$ cat config.mk
export PLATFORM = sky130hd
export DESIGN_NAME = seg7_scan_driver
export DESIGN_NICKNAME = d
export VERILOG_FILES = /design/src/rtl/seg7_pkg.sv /design/src/rtl/seg7_decode.sv /design/src/rtl/seg7_scan_driver.sv
export SDC_FILE = /design/constraint.sdc
export NUM_CORES = 1
export LEC_CHECK = 0
export ABC_AREA = 1
export CAP_MARGIN = 20
export CORE_ASPECT_RATIO = 0.7
export CORE_MARGIN = 2
export CORE_UTILIZATION = 45
export DETAILED_ROUTE_END_ITERATION = 16
export GPL_ROUTABILITY_DRIVEN = 0
export PLACE_DENSITY_LB_ADDON = 0.12
export RECOVER_POWER = 50
export SETUP_SLACK_MARGIN = 0.2
export SLEW_MARGIN = 5
export SYNTH_ARGS = -nofsm -noshare
export SYNTH_HDL_FRONTEND = slang
export SYNTH_SLANG_ARGS = --single-unit
$ cat constraint.sdc
create_clock -name clk -period 4.5 [get_ports clk]
set_input_delay 0.9 -clock clk [delete_from_list [all_inputs] [get_ports clk]]
set_output_delay 0.9 -clock clk [all_outputs]
set_load 0.05 [all_outputs]
$ cat src/rtl/seg7_pkg.sv
`default_nettype none
// +--------------------------------------------------------------------------+
// | seg7_pkg: active-low segment encodings {a..g,dp} and glyph lookup        |
// | Rev 1.0                                                                  |
// +--------------------------------------------------------------------------+
package seg7_pkg;

  localparam logic [7:0] SEG_BLANK = 8'hFF;
  localparam logic [7:0] SEG_DASH  = 8'hFD;

  // Index 0 is the leftmost element, so SEG_DIGIT[n] is the glyph for n.
  localparam logic [0:9][7:0] SEG_DIGIT = {
    8'h03, 8'h9F, 8'h25, 8'h0D, 8'h99,
    8'h49, 8'h41, 8'h1F, 8'h01, 8'h09
  };

  function automatic logic [6:0] seg7_glyph(input logic [3:0] value);
    logic [7:0] seg;
    if (value <= 4'd9) seg = SEG_DIGIT[value];
    else               seg = SEG_DASH;
    return seg[7:1];
  endfunction

endpackage
`default_nettype wire

$ cat src/rtl/seg7_decode.sv
`default_nettype none
// +--------------------------------------------------------------------------+
// | seg7_decode: one BCD digit + dp + blank -> active-low cathodes           |
// | Rev 1.0                                                                  |
// +--------------------------------------------------------------------------+
module seg7_decode
  import seg7_pkg::*;
(
  input  logic [3:0] bcd,
  input  logic       dp,
  input  logic       blank,
  output logic [7:0] cathode
);

  // A blanked digit still shows its decimal point.
  always_comb begin
    cathode    = blank ? SEG_BLANK : {seg7_glyph(bcd), 1'b1};
    cathode[0] = ~dp;
  end

endmodule
`default_nettype wire

$ cat src/rtl/seg7_scan_driver.sv
`default_nettype none
// +--------------------------------------------------------------------------+
// | seg7_scan_driver: time-multiplexed N-digit common-anode 7-seg driver     |
// | Rev 1.0                                                                  |
// +--------------------------------------------------------------------------+
module seg7_scan_driver
  import seg7_pkg::*;
#(
  parameter  int NUM_DIGITS   = 8,
  parameter  int SLOT_CYCLES  = 100000,
  parameter  int GHOST_CYCLES = 64,
  localparam int IDX_W        = (NUM_DIGITS > 1) ? $clog2(NUM_DIGITS) : 1
) (
  input  logic                    clk,
  input  logic                    reset,
  input  logic                    en,
  input  logic                    load,
  input  logic [4*NUM_DIGITS-1:0] bcd,
  input  logic [NUM_DIGITS-1:0]   dp_en,
  input  logic                    blank_lz,
  output logic [NUM_DIGITS-1:0]   anode,
  output logic [7:0]              cathode,
  output logic [IDX_W-1:0]        digit_idx,
  output logic                    frame_done
);

  localparam int               CNT_W     = $clog2(SLOT_CYCLES);
  localparam logic [CNT_W-1:0] CNT_LAST  = CNT_W'(SLOT_CYCLES - 1);
  localparam logic [CNT_W-1:0] CNT_GHOST = CNT_W'(GHOST_CYCLES);
  localparam logic [IDX_W-1:0] IDX_LAST  = IDX_W'(NUM_DIGITS - 1);

  typedef struct packed {
    logic [4*NUM_DIGITS-1:0] bcd;
    logic [NUM_DIGITS-1:0]   dp;
    logic                    blank_lz;
  } frame_t;

  logic [CNT_W-1:0]      slot_cnt_q,   slot_cnt_d;
  logic [IDX_W-1:0]      digit_idx_q,  digit_idx_d;
  frame_t                pend_q,       pend_d;
  logic                  pend_valid_q, pend_valid_d;
  frame_t                act_q,        act_d;
  logic [NUM_DIGITS-1:0] anode_q,      anode_d;
  logic [7:0]            cathode_q,    cathode_d;

  logic                  slot_wrap;
  logic                  frame_end;
  logic [NUM_DIGITS-1:0] lz_blank;
  logic                  zero_above;
  logic [3:0]            cur_bcd;
  logic                  cur_dp;
  logic                  cur_blank;
  logic [7:0]            dec_cathode;

  assign slot_wrap = en && (slot_cnt_q == CNT_LAST);
  assign frame_end = slot_wrap && (digit_idx_q == IDX_LAST);

  // Scan position and the pending -> active hand-off at frame boundaries.
  always_comb begin
    slot_cnt_d   = slot_cnt_q;
    digit_idx_d  = digit_idx_q;
    pend_d       = pend_q;
    pend_valid_d = pend_valid_q;
    act_d        = act_q;
    if (en) begin
      if (slot_wrap) begin
        slot_cnt_d  = '0;
        digit_idx_d = (digit_idx_q == IDX_LAST) ? '0 : digit_idx_q + 1'b1;
      end else begin
        slot_cnt_d = slot_cnt_q + 1'b1;
      end
    end
    if (frame_end && pend_valid_q) begin
      act_d        = pend_q;
      pend_valid_d = 1'b0;
    end
    if (load) begin
      pend_d       = '{bcd: bcd, dp: dp_en, blank_lz: blank_lz};
      pend_valid_d = 1'b1;
    end
  end

  // Digit i blanks when every digit from i up to the MSD is zero; digit 0 never blanks.
  always_comb begin
    lz_blank   = '0;
    zero_above = 1'b1;
    for (int i = NUM_DIGITS - 1; i > 0; i--) begin
      zero_above  = zero_above && (act_q.bcd[4*i +: 4] == 4'd0);
      lz_blank[i] = act_q.blank_lz && zero_above;
    end
  end

  always_comb begin
    cur_bcd   = '0;
    cur_dp    = 1'b0;
    cur_blank = 1'b0;
    for (int i = 0; i < NUM_DIGITS; i++) begin
      if (digit_idx_q == i[IDX_W-1:0]) begin
        cur_bcd   = act_q.bcd[4*i +: 4];
        cur_dp    = act_q.dp[i];
        cur_blank = lz_blank[i];
      end
    end
  end

  seg7_decode u_decode (
    .bcd     (cur_bcd),
    .dp      (cur_dp),
    .blank   (cur_blank),
    .cathode (dec_cathode)
  );

  always_comb begin
    anode_d   = '1;
    cathode_d = SEG_BLANK;
    if (en && (slot_cnt_q >= CNT_GHOST)) begin
      for (int i = 0; i < NUM_DIGITS; i++) begin
        anode_d[i] = (digit_idx_q != i[IDX_W-1:0]);
      end
      cathode_d = dec_cathode;
    end
  end

  always_ff @(posedge clk or posedge reset) begin
    if (reset) begin
      slot_cnt_q   <= '0;
      digit_idx_q  <= '0;
      pend_q       <= '0;
      pend_valid_q <= 1'b0;
      act_q        <= '0;
      anode_q      <= '1;
      cathode_q    <= SEG_BLANK;
    end else begin
      slot_cnt_q   <= slot_cnt_d;
      digit_idx_q  <= digit_idx_d;
      pend_q       <= pend_d;
      pend_valid_q <= pend_valid_d;
      act_q        <= act_d;
      anode_q      <= anode_d;
      cathode_q    <= cathode_d;
    end
  end

  assign anode      = anode_q;
  assign cathode    = cathode_q;
  assign digit_idx  = digit_idx_q;
  assign frame_done = frame_end;

endmodule
`default_nettype wire

==> flow_summary.ini, run 1 <==
[sta]
slew_viol_final = 103
whs_ns = 0.479
finalHoldViolCount = 0
setup_slack_ns = 0.321
fmax_mhz = 239
rsz0062_at_grt = false
fin_crit_ns = 4.18
fin_crit_sh_pct = 92.9
clock_skew_ns = 0.00870
finalSetupViolCount = 0
final.setup.tns_ns = 0
tightest_slew_ns = 2.49
slew_headroom_pct = -67.0

[critical_path]
path_common_cell = nor2_4
reg2regPathDepth = 19
r2r_setup_slack_ns = 1.54
cp-startpoint = en
crit_path_top_delay_cell = clkdlybuf4s50_1
crit_type = input port to primary output
end_kind = primary output
slowest_delay_ns = 0.82
startpoint_type = input port
arrival_ns = 3.28
crit_chain = dlygate4sd3_1 > inv_1 > nor2_4 > nand2_2 > inv_2 > nand4_4 > nor2_4 > clkdlybuf4s50_1
crit_buf_inv = 4
critical_path.top_delay_family = buffers and inverters
r2r_start = digit_idx[2]
rr_endpoint = cathode[7]
worstPathMaxFanout = 11
required_ns = 3.60

[placement]
hpwl_um = 7880
dpl_worst_slack_ns = 0.471
portBuffers = 64
placed_cells = 855

[min_path]
min_path_type = flop to flop
hold_path_end = act_q[7]
worstHoldPathCells = 2
hp-start = act_q[7]

[die]
core.rowCount = 34
ioPinCount = 65
start_util_pct = 46.0
core_um2 = 12400
dieHeight_um = 98.1
dieArea_um2 = 13600
die_w_um = 138

[logic_synthesis]
synth-compound-area-share_pct = 12.9
synthAdderAreaFrac_pct = 3.08
yosysSeqAreaShare_pct = 52.6
synth_commonest_cells = nand2_1 (183), dfrtp_1 (103), inv_1 (96)
synth_mux_area_share_pct = 0
ys_ff_latch = 119
yosys_warnings = 0
synthCells = 651
yosysTopAreaCellShare_pct = 45.3
synth-edff-count = 0
ys_types = 35
synth_simple_gate_area_share_pct = 21.0
syn_area_um2 = 5700
yosysMostFrequentCell = nand2_1
async_flop_share_pct = 100
synth_top_family_by_area = simple AND/OR/NAND/NOR gates
synth_xor_area_share_pct = 0.769
synth_ff_type = dfrtp_1
synth_fp_nets = 710
synth_top_area_cell = dfrtp_1
synthTopCellsByArea = dfrtp_1 (45%), nand2_1 (12%), dfstp_2 (7.4%), o21ai_2 (6.5%), inv_1 (6.3%)
synth_area_per_cell_um2 = 8.75

[clock_tree]
htree_num_levels = 4
clk_latency_ns = 0.42
cts_buffers = 17
cts_tree = yes
hold_buffers = 0
cts-root-buf = clkbuf_16
post_cts_resize_count = 0
post-cts-setup-buffers = 0
cts_sinks = 119
clock_path_buffers = 2
path_clk_slew_ns = 0.05

[grt]
antenna_found_initial = 0
grt_max_degree = 84
grt_pass1_vias = 4109
grt_pass1_wl_um = 19700
grt_usage_pct = 18.3
grt_remaining_overflow = 0

[layout]
drive_above_1_share_pct = 15.0
synthToLayoutAreaGrowth_pct = 23.0
fin_nets = 772
instances_no_fill = 888
antenna_cells = 0

[pwr]
seq_power_share_pct = 42.6
p_clk_share_pct = 49.7
peakVddDrop_v = 0.000266
p_leak_nw = 3.44
switchingPower_uw = 670
p_int_mw = 2.13
p_per_area_nw_per_um2 = 400
combPwrFrac_pct = 7.8
p_sw_share_pct = 23.9

[routing]
num_vias = 4250
viasPerCell = 4.79
drc = 0
wl_per_cell_um = 12.9
ant_nets = 0
dr.pass1.iters = 4
drt_iter0_drc = 287
wirelength_um = 11400

[status]
status = complete, but fails checks
violations = max-capacitance violations, max-slew violations

[job]
cap_violations = 2
stage by stage:
step / util, % / total power, mW / area, µm²
final: 56.6 / 2.80 / 7000
after global routing: 56.6 / 2.92 / 7000
after CTS: 56.6 / 2.83 / 7000
after detailed placement: 51.6 / 1.43 / 6390
after global placement: 51.6 / 1.42 / 6390
after floorplan: - / 1.34 / 5700
cells in the final DEF, fill, tap and decap left out, drive strengths merged:
cell	synthesis	routed
xor2	3	3
buf	11	1
clkinv	1	4
nor2	29	29
o211ai	2	2
bufinv	0	3
nor4	6	6
dfrtp	103	103
a31oi	2	2
nand3	31	31
or4	1	1
xnor2	2	2
or2	4	4
o21bai	1	1
and3	1	1
nand3b	1	1
nand2	188	188
dlygate4sd3	0	2
ha	14	14
a21oi	10	10
dfstp	16	16
inv	101	101
clkdlybuf4s50	0	61
clkbuf	12	23
clkinvlp	0	5
nor3b	1	1
nand4	4	4
o21ai	98	98
nor3	9	9
worst max path at each step:
stage	end	slack, ns	cells after the start
2_1_floorplan	act_q[0]	0.47	1
3_3_place_gp	frame_done	0.53	8
3_5_place_dp	frame_done	0.47	8
4_1_cts	frame_done	0.46	8
5_1_grt	frame_done	0.18	8
6_report	frame_done	0.32	8
per-layer routing:
metal	routed length, µm	vias up	share of wire, %	GRT usage, %
met2	5010	98	44	27.1
met5	0	-	0	0
met3	480	14	4.2	4.41
li1	-	2172	-	-
met4	165	0	1.4	8.32
met1	5770	1966	51	25.7
flip-flops by register name (all words and copies together), names as in the netlist:
name and flops:
act_q 41, pend_q 41, slot_cnt_q 17, anode 8
cathode 8, digit_idx 3, pend_valid_q 1
cell type report:
class / count / area, µm²
fill: 1073 / 5380
sequential: 119 / 3000
multi-input combinational: 407 / 2150
timing repair buffer: 66 / 658
clock buffer: 21 / 460
inverter: 102 / 384
tap: 162 / 203
clock inverter: 11 / 148
worst register-to-register path, cell delays in order (launching register included):
cell and delay, ns:
dfrtp_1 0.63, inv_2 0.09, ha_1 0.34, inv_1 0.18, o21ai_0 0.10, inv_1 0.05
nand2_1 0.05, nand2_1 0.06, nand2_1 0.05, nand2_1 0.05, nand2_1 0.08, a21oi_2 0.23
inv_1 0.14, ha_1 0.23, or2_2 0.29, nand3_1 0.08, nand2_1 0.05, inv_1 0.09
nor2_4 0.06, nand2_1 0.06
cell families (layout without fill, tap and decap cells):
logic type	count (synthesis)	count (layout)
adders and majority gates	14	14
and+or+nand+nor	275	275
DFF	119	119
AOI/OAI and AO/OA	113	113
buffers and inverters	125	200
xor gates and xnor gates	5	5
power groups by stage:
stage | Clock [mW] | Combinational (mW) | Sequential (mW)
floorplan | 0 | 0.130 | 1.21
global placement | 0 | 0.215 | 1.20
detailed placement | 0 | 0.222 | 1.21
CTS | 1.42 | 0.222 | 1.19
global route | 1.47 | 0.250 | 1.20
finish | 1.39 | 0.217 | 1.19
(Power assumes the default switching activity.)
==> inputs of run 2 (changes only) <==
--- a/config.mk
+++ b/config.mk
@@ -6,10 +6,10 @@
 export NUM_CORES = 1
 export LEC_CHECK = 0
 export ABC_AREA = 1
-export CAP_MARGIN = 20
+export CAP_MARGIN = 30
 export CORE_ASPECT_RATIO = 0.7
 export CORE_MARGIN = 2
-export CORE_UTILIZATION = 45
+export CORE_UTILIZATION = 40
 export DETAILED_ROUTE_END_ITERATION = 16
 export GPL_ROUTABILITY_DRIVEN = 0
 export PLACE_DENSITY_LB_ADDON = 0.12
==> run 2 against run 1 <==
Against the previous run:
- the run still ends with max-capacitance violations, max-slew violations left
- sequential power barely moved
- die area rose by 12%
- via count decreased by 0.49%
- clock skew barely moved
- power down 0.51%
- register-to-register slack got worse by 0.07 ns
- sequential share of layout area is 0.37 points lower
- first-iteration DRC count shrank 16%
- critical path type unchanged
- largest power group unchanged
- highest routed layer unchanged
==> flow_summary.ini, run 2 (synthesis results as in run 1) <==
[status]
status = complete, but fails checks
violations = max-capacitance violations, max-slew violations

[pwr]
peakVddDrop_v = 0.000252
p_leak_nw = 3.46
power_mw = 2.79
p_per_area_nw_per_um2 = 394

[layout]
drive_above_1_share_pct = 15.4
reg_top3 = act_q: 41 flops, pend_q: 41 flops, slot_cnt_q: 17 flops
fin_nets = 773
antenna_cells = 0
final_common_cell = nand2_1
fill_cells = 1317
most-common-layout-cells = nand2_1 (183), dfrtp_1 (103), inv_1 (96), clkdlybuf4s50_1 (61), o21ai_0 (56)
synthToLayoutAreaGrowth_pct = 24.0

[clock_tree]
path_clk_slew_ns = 0.05
cts-root-buf = clkbuf_16
htree_num_levels = 4
post_cts_resize_count = 0
post-cts-setup-buffers = 0
cts_tree = yes
clock_path_buffers = 2
cts_buffers = 17
hold_buffers = 0
cts_sinks = 119
clk_latency_ns = 0.41

[job]
cap_violations = 1

[routing]
num_vias = 4229
wirelength_um = 11300
viasPerCell = 4.61
ant_nets = 0
drc = 0
wl_per_cell_um = 12.4
drt_iter0_drc = 242
dr.pass1.iters = 4

[critical_path]
slowest_delay_ns = 0.82
required_ns = 3.60
worstPathMaxFanout = 11
arrival_ns = 3.23
startpoint_type = input port
r2r_setup_slack_ns = 1.47
r2r_start = digit_idx[2]
end_kind = primary output
reg2regPathDepth = 19
crit_path_top_delay_cell = clkdlybuf4s50_1
crit_chain = dlygate4sd3_1 > inv_1 > nor2_4 > nand2_2 > inv_2 > nand4_4 > nor2_4 > clkdlybuf4s50_1
crit_buf_inv = 4
critical_path.top_delay_family = buffers and inverters
rr_endpoint = cathode[3]
crit_type = input port to primary output
path_common_cell = nor2_4

[grt]
grt_remaining_overflow = 0
antenna_found_initial = 0
grt_pass1_wl_um = 19500
grt_pass1_vias = 4035
grt_max_degree = 66
grt_usage_pct = 16.0

[min_path]
hp-start = act_q[7]
worstHoldPathCells = 2
hold_path_end = act_q[7]
min_path_type = flop to flop

[sta]
final.setup.tns_ns = 0
fin_crit_sh_pct = 91.8
slew_viol_final = 55
fmax_mhz = 242
fin_crit_ns = 4.13
slew_headroom_pct = -63.3
finalHoldViolCount = 0
finalSetupViolCount = 0
rsz0062_at_grt = false
tightest_slew_ns = 2.44
clock_skew_ns = 0.00878

[die]
dieArea_um2 = 15200
start_util_pct = 40.9
core_um2 = 13900
die_w_um = 147
dieHeight_um = 104
ioPinCount = 65
core.rowCount = 36

[placement]
portBuffers = 64
hpwl_um = 8060
[run 2: changes by cell type in the layout (fill, tap and decap cells not counted), sizes merged]
| cell | delta |
|---|---|
| clkbuf | -2 |
| buf | +1 |
| inv | -1 |
| clkinv | +3 |
[run 2: final cells by class]
class / instances / area, µm² / area share [%]
repair buffers: 67 / 686 / 9.71
well taps: 190 / 238 / 3.37
inverters: 102 / 384 / 5.44
clock inverters: 13 / 154 / 2.18
multi-input cells: 407 / 2150 / 30.5
flip-flops and latches: 119 / 3000 / 42.4
clock buffers: 19 / 453 / 6.41
[run 2: worst max-delay path by stage]
stage / to / cells past startpoint / slack [ns] / startpoint
floorplan: act_q[0] / 1 / 0.47 / reset
CTS: frame_done / 8 / 0.49 / en
global placement: frame_done / 8 / 0.53 / en
detailed placement: frame_done / 8 / 0.50 / en
finish: frame_done / 8 / 0.37 / en
global route: frame_done / 8 / 0.23 / en
[run 2: where the power goes]
part           leakage, nW  switching, mW  internal, mW
Clock                0.291          0.487         0.894
Combinational         1.70          0.129        0.0878
Sequential            1.47         0.0451          1.14
[run 2: stage by stage]
stage,instance area (µm²),utilization [%],hold WS (ns),worst slack (ns),cells
finish,7060,50.8,0.474,0.370,917
global route,7060,50.8,0.495,0.228,917
CTS,7080,50.9,0.477,0.487,917
detailed placement,6480,46.5,0.464,0.496,885
global placement,6430,46.2,0.463,0.532,883
floorplan,5700,-,0.450,0.469,651
[run 2: layer usage]
metal | global-route usage, % | vias up | part of all wire, %
met1 | 22.6 | 1967 | 51
met3 | 4.89 | 10 | 4.5
met5 | 0 | - | 0
li1 | - | 2173 | -
met4 | 4.79 | 0 | 0.90
met2 | 23.7 | 79 | 43
[run 2: tightest hold or removal path, stage by stage (launching register included)]
cell	delay, ns
dfrtp_1	0.33
nand2_1	0.06
o21ai_2	0.05
==> variant 1, RTL diff (settings of run 2) <==
Set the parameter `NUM_DIGITS` to 4 (it was 8).
--- a/src/rtl/seg7_scan_driver.sv
+++ b/src/rtl/seg7_scan_driver.sv
@@ -8,3 +8,3 @@
 #(
-  parameter  int NUM_DIGITS   = 8,
+  parameter  int NUM_DIGITS   = 4,
   parameter  int SLOT_CYCLES  = 100000,
Ports: changed (resized anode, bcd, digit_idx and dp_en); port bits go from 65 to 40. No check against the original RTL was run, so the function may have changed too.
==> variant 1 against run 2 <==
Clock power down 41%; sequential share of layout area shrank 0.75 points; synthesized area decreased by 36%; sequential cell count down 45; sequential power down 36%; final area is 37% lower; critical path depth down 2; worst setup slack improved by 0.52 ns; routed wire length shrank 37%; via count fell by 35%; power fell by 37%; critical path type unchanged.
==> variant 1: results (changes against run 2) <==
status - finished clean
Finished Cell Area - 4480 um2 (-37%)
slew at the pin closest to its max-slew limit - 1.45 ns (-0.990 ns)
syn nets - 460 (-35%)
Seq/Total Area, Yosys - 51.1% (-1.6 points)
starting DRC count in detailed routing - 127 (-48%)
Non-clk bufs - 42 (-37%)
placed cells - 577 (-35%)
delay-heaviest family, CP - simple AND/OR/NAND/NOR gates
gr usage total - 16.0% (about the same)
Multi-In Gates - 270 (-34%)
clk tree area frac - 7.66% (-0.93 points)
Synth cell types - 34 (-2.9%)
largest net degree at the start of global routing - 43 (-35%)
post-place instance area - 4150 um2 (-36%)
largest cells by area after synthesis - dfrtp_1, nand2_1, dfstp_2, inv_1, o21ai_2
Layout fillers - 870 (-34%)
vias in the first global route - 2613 (-35%)
Pleak - 2.18 nW (-37%)
Setup Fix Bufs, Post-CTS - 0 (unchanged)
first-pass GRT wire length - 12500 um (-36%)
Pre-antenna DRT Iters - 5 (+1)
register bit total from synthesis - 74 (-38%)
vias post-DR - 2742 (-35%)
Final nets - 501 (-35%)
Die X - 118 um (-19%)
Worst EP arrival - 2.71 ns (-0.52 ns)
register area - 1870 um2 (-38%)
CTS H-tree depth - 3 (-1)
multi-input logic area - 1440 um2 (-33%)
CP max stage delay - 0.68 ns (-0.14 ns)
syn_area_per_cell - 8.64 um2 (-1.2%)
I/O Buffers - 39 (-39%)
Slowest-stage cell, CP - dlygate4sd3_1
share of layout cells above drive strength 1 - 13.2% (-2.2 points)
cell-internal power - 0.00133 W (-38%)
Max VDD drop - 239 uV (-5.1%)
wirelength, routed - 7120 um (-37%)
Final Skew - 0.00650 ns (-0.00227 ns)
clock slew at reported path FFs - 0.06 ns
post-DP HPWL - 5150 um (-36%)
Post-synth top cells - nand2_1, inv_1, dfrtp_1
Place WS - 0.933 ns (+0.437 ns)
Layout non-clock buf frac - 9.44% (-0.26 points)
Worst-Skew Late Latency - 0.33 ns (-0.08 ns)
final std cells w/o fill - 593 (-35%)
top flop regs - act_q: 21 flops, pend_q: 21 flops, slot_cnt_q: 17 flops
## variant 1: cell types whose count changed after synthesis, sizes merged, moves of 3 or more
cell and delta:
nand2 -81, o21ai -47, dfrtp -41, inv -34
clkbuf -8, nor4 -5, a21oi +4, dfstp -4
nand3 -4, nor2 +4, buf -3, o31ai +3
## variant 1: path summary, 6_finish.rpt
kind                       depth (start not counted)                  endpoint  slack, ns                      from
min in group asynchronous                          2  digit_idx[1]$_DFFE_PP0P_       1.18                     reset
max                                                6                frame_done       0.89                        en
min                                                1      cathode[0]$_DFF_PP1_       0.47      act_q[4]$_DFFE_PP0P_
max reg2reg                                       11      cathode[7]$_DFF_PP1_       1.60  digit_idx[0]$_DFFE_PP0P_
min reg2reg                                        1      cathode[0]$_DFF_PP1_       0.47      act_q[4]$_DFFE_PP0P_
max in group asynchronous                          3    pend_q[15]$_DFFE_PP0P_       1.51                     reset
## variant 1: power groups by stage
stage          combinational (W)  clock [W]  sequential (W)
6_report                0.000174   0.000812        0.000765
5_1_grt                 0.000200   0.000864        0.000773
4_1_cts                 0.000179   0.000835        0.000765
3_5_place_dp            0.000178          0        0.000776
3_3_place_gp            0.000171          0        0.000775
2_1_floorplan           0.000110          0        0.000776
## variant 1: kinds of logic after synthesis
logic type / count (synthesis) / share of synthesized area (%)
adder cells (fa/ha/maj): 12 / 4.11
AND/OR/NAND/NOR: 182 / 21.7
flip-flops: 74 / 51.1
XOR/XNOR: 5 / 1.20
AO/OA/AOI/OAI: 71 / 12.7
buffers and inverters: 79 / 9.27
## variant 1: routing by layer
layer,global-route usage [%],up-vias,wire [um]
met3,5.40,10,359
met2,23.0,56,2900
met1,22.4,1265,3740
met4,5.81,0,123
li1,-,1411,-
met5,0,-,0
==> variant 2, RTL diff (settings of run 2) <==
Without the edit above. Reset style: synchronous (`reset`), changed in one clocked block.
--- a/src/rtl/seg7_scan_driver.sv
+++ b/src/rtl/seg7_scan_driver.sv
@@ -123,3 +123,3 @@
 
-  always_ff @(posedge clk or posedge reset) begin
+  always_ff @(posedge clk) begin
     if (reset) begin
Function: no difference found for any inputs over 10 cycles, from zero or initial values and one cycle with reset high; that may be too few to reach the edited logic, so the function may still have changed.
==> variant 2 against run 2 <==
Sequential cell count did not move; synthesized area decreased by 9.2%; utilization up 1.3 points; routed wire length up 2.5%; first-iteration DRC count is 9.5% lower; worst setup slack better by 0.28 ns; die area down 8.9%; final area fell by 7.8%; power is 3.5% lower; largest cell class unchanged.
==> variant 2: results (changes against run 2) <==
Worst R2R Setup Slack - 1.64 ns (+0.17 ns)
reg2reg end - cathode[4]$_SDFF_PP1_
Synth cell types - 39 (+11%)
drt via density - 4.85 (+5.1%)
Clock Tree Root - clkbuf_16
Pleak - 2.53 nW (-27%)
Pre-antenna DRT Iters - 6 (+2)
post-DP HPWL - 8190 um (+1.6%)
Max VDD drop - 291 uV (+15%)
reg2reg start - digit_idx[1]$_SDFFE_PP0P_
Layout fillers - 1218 (-7.5%)
Worst Setup SP - en
seq pwr - 0.00110 W (-8%)
starting DRC count in detailed routing - 219 (-9.5%)
status - finished clean
diodes inserted - 0 (unchanged)
post-CTS sizing - 0 (unchanged)
min-delay worst type - reg2reg
Worst-Skew Late Latency - 0.40 ns
Hold Path End - act_q[10]$_SDFFE_PP0P_
slew at the pin closest to its max-slew limit - 0.989 ns (-1.45 ns)
CP max FO - 9 (-2)
vias in the first global route - 4248 (+5.3%)
CP required - 3.60 ns (about the same)
Synthesis Warnings - 0 (unchanged)
Comb pwr share - 4.1% (-3.7 points)
Seq/Total Area, Yosys - 46.0% (-6.6 points)
Setup Fix Bufs, Post-CTS - 0 (unchanged)
first-pass GRT wire length - 19500 um (+0.14%)
CTS buffer count - 17 (unchanged)
worst hold start - act_q[10]$_SDFFE_PP0P_
wire length per cell - 12.6 um (+1.7%)
WHS Path Cells - 2 (unchanged)
syn nets - 748 (+5.4%)
Final Skew - 0.00865 ns (-0.000125 ns)
post-place instance area - 5890 um2 (-9.1%)
CTS H-tree depth - 4 (unchanged)
cell-internal power - 0.00215 W (+0.97%)
largest cells by area after synthesis - dfxtp_1, nor2_1, nand2_1, a21oi_1, inv_1
largest net degree at the start of global routing - 49 (-26%)
reg2reg path depth - 17 (-2)
clock buffer depth - 2 (unchanged)
Post-synth top cells - dfxtp_1, nor2_1, nand2_1
I/O Buffers - 64 (unchanged)
FFs w/ async S/R, synth - 0% (-100 points)
Final nets - 807 (+4.4%)
clock slew at reported path FFs - 0.05 ns (about the same)
initial antenna violation count - 0 (unchanged)
top flop regs - act_q: 41 flops, pend_q: 41 flops, slot_cnt_q: 17 flops
gr usage total - 17.3% (+1.2 points)
share of layout cells above drive strength 1 - 8.14% (-7.3 points)
crit path to - frame_done
==> variant 2: cell types whose count changed in the layout (fill, tap and decap cells not counted), sizes merged, moves of 5 or more <==
cell and delta:
clkdlybuf4s50 -18, nor4 +5, dfstp -16, dfrtp -103, a21oi +55, nand2 -86
inv -13, dlygate4sd3 +19, dfxtp +119, nor2 +78
==> variant 2: critical path, stage by stage <==
cell	delay, ns
dlygate4sd3_1	0.75
nand3_1	0.12
nor4_1	0.32
clkdlybuf4s50_1	0.87
==> variant 2: stage by stage <==
| step | cells | setup slack [ns] | power [W] | util [%] | hold slack [ns] |
|---|---|---|---|---|---|
| after floorplan | 690 | 0.697 | 0.00118 | - | 0.424 |
| after global placement | 892 | 0.678 | 0.00123 | 47.1 | 0.441 |
| after CTS | 924 | 0.650 | 0.00272 | 52.3 | 0.450 |
| after global routing | 924 | 0.560 | 0.00278 | 52.1 | 0.465 |
| final | 924 | 0.649 | 0.00269 | 52.1 | 0.448 |
| after detailed placement | 892 | 0.671 | 0.00123 | 47.1 | 0.441 |
==> variant 2: cells by family after synthesis <==
group | share of synthesized area, %
and+or+nand+nor | 22.8
buffers and inverters | 9.87
adders and majority gates | 3.14
xor gates and xnor gates | 0.508
DFF | 46.0
AOI/OAI and AO/OA | 17.6
==> variant 2: area by class of cell <==
cell class	count	share of cell area (%)
tap	162	3.11
clock buffer	19	6.95
inverter	89	5.15
sequential	119	36.6
multi-input combinational	454	34.7
clock inverter	13	3.09
timing repair buffer	68	10.5
==> variant 2: layer usage <==
layer  wire, um  track usage [%]
met1       5890             22.6
met2       5190             27.6
met3        446             5.44
met4        107             4.92
met5          0                0
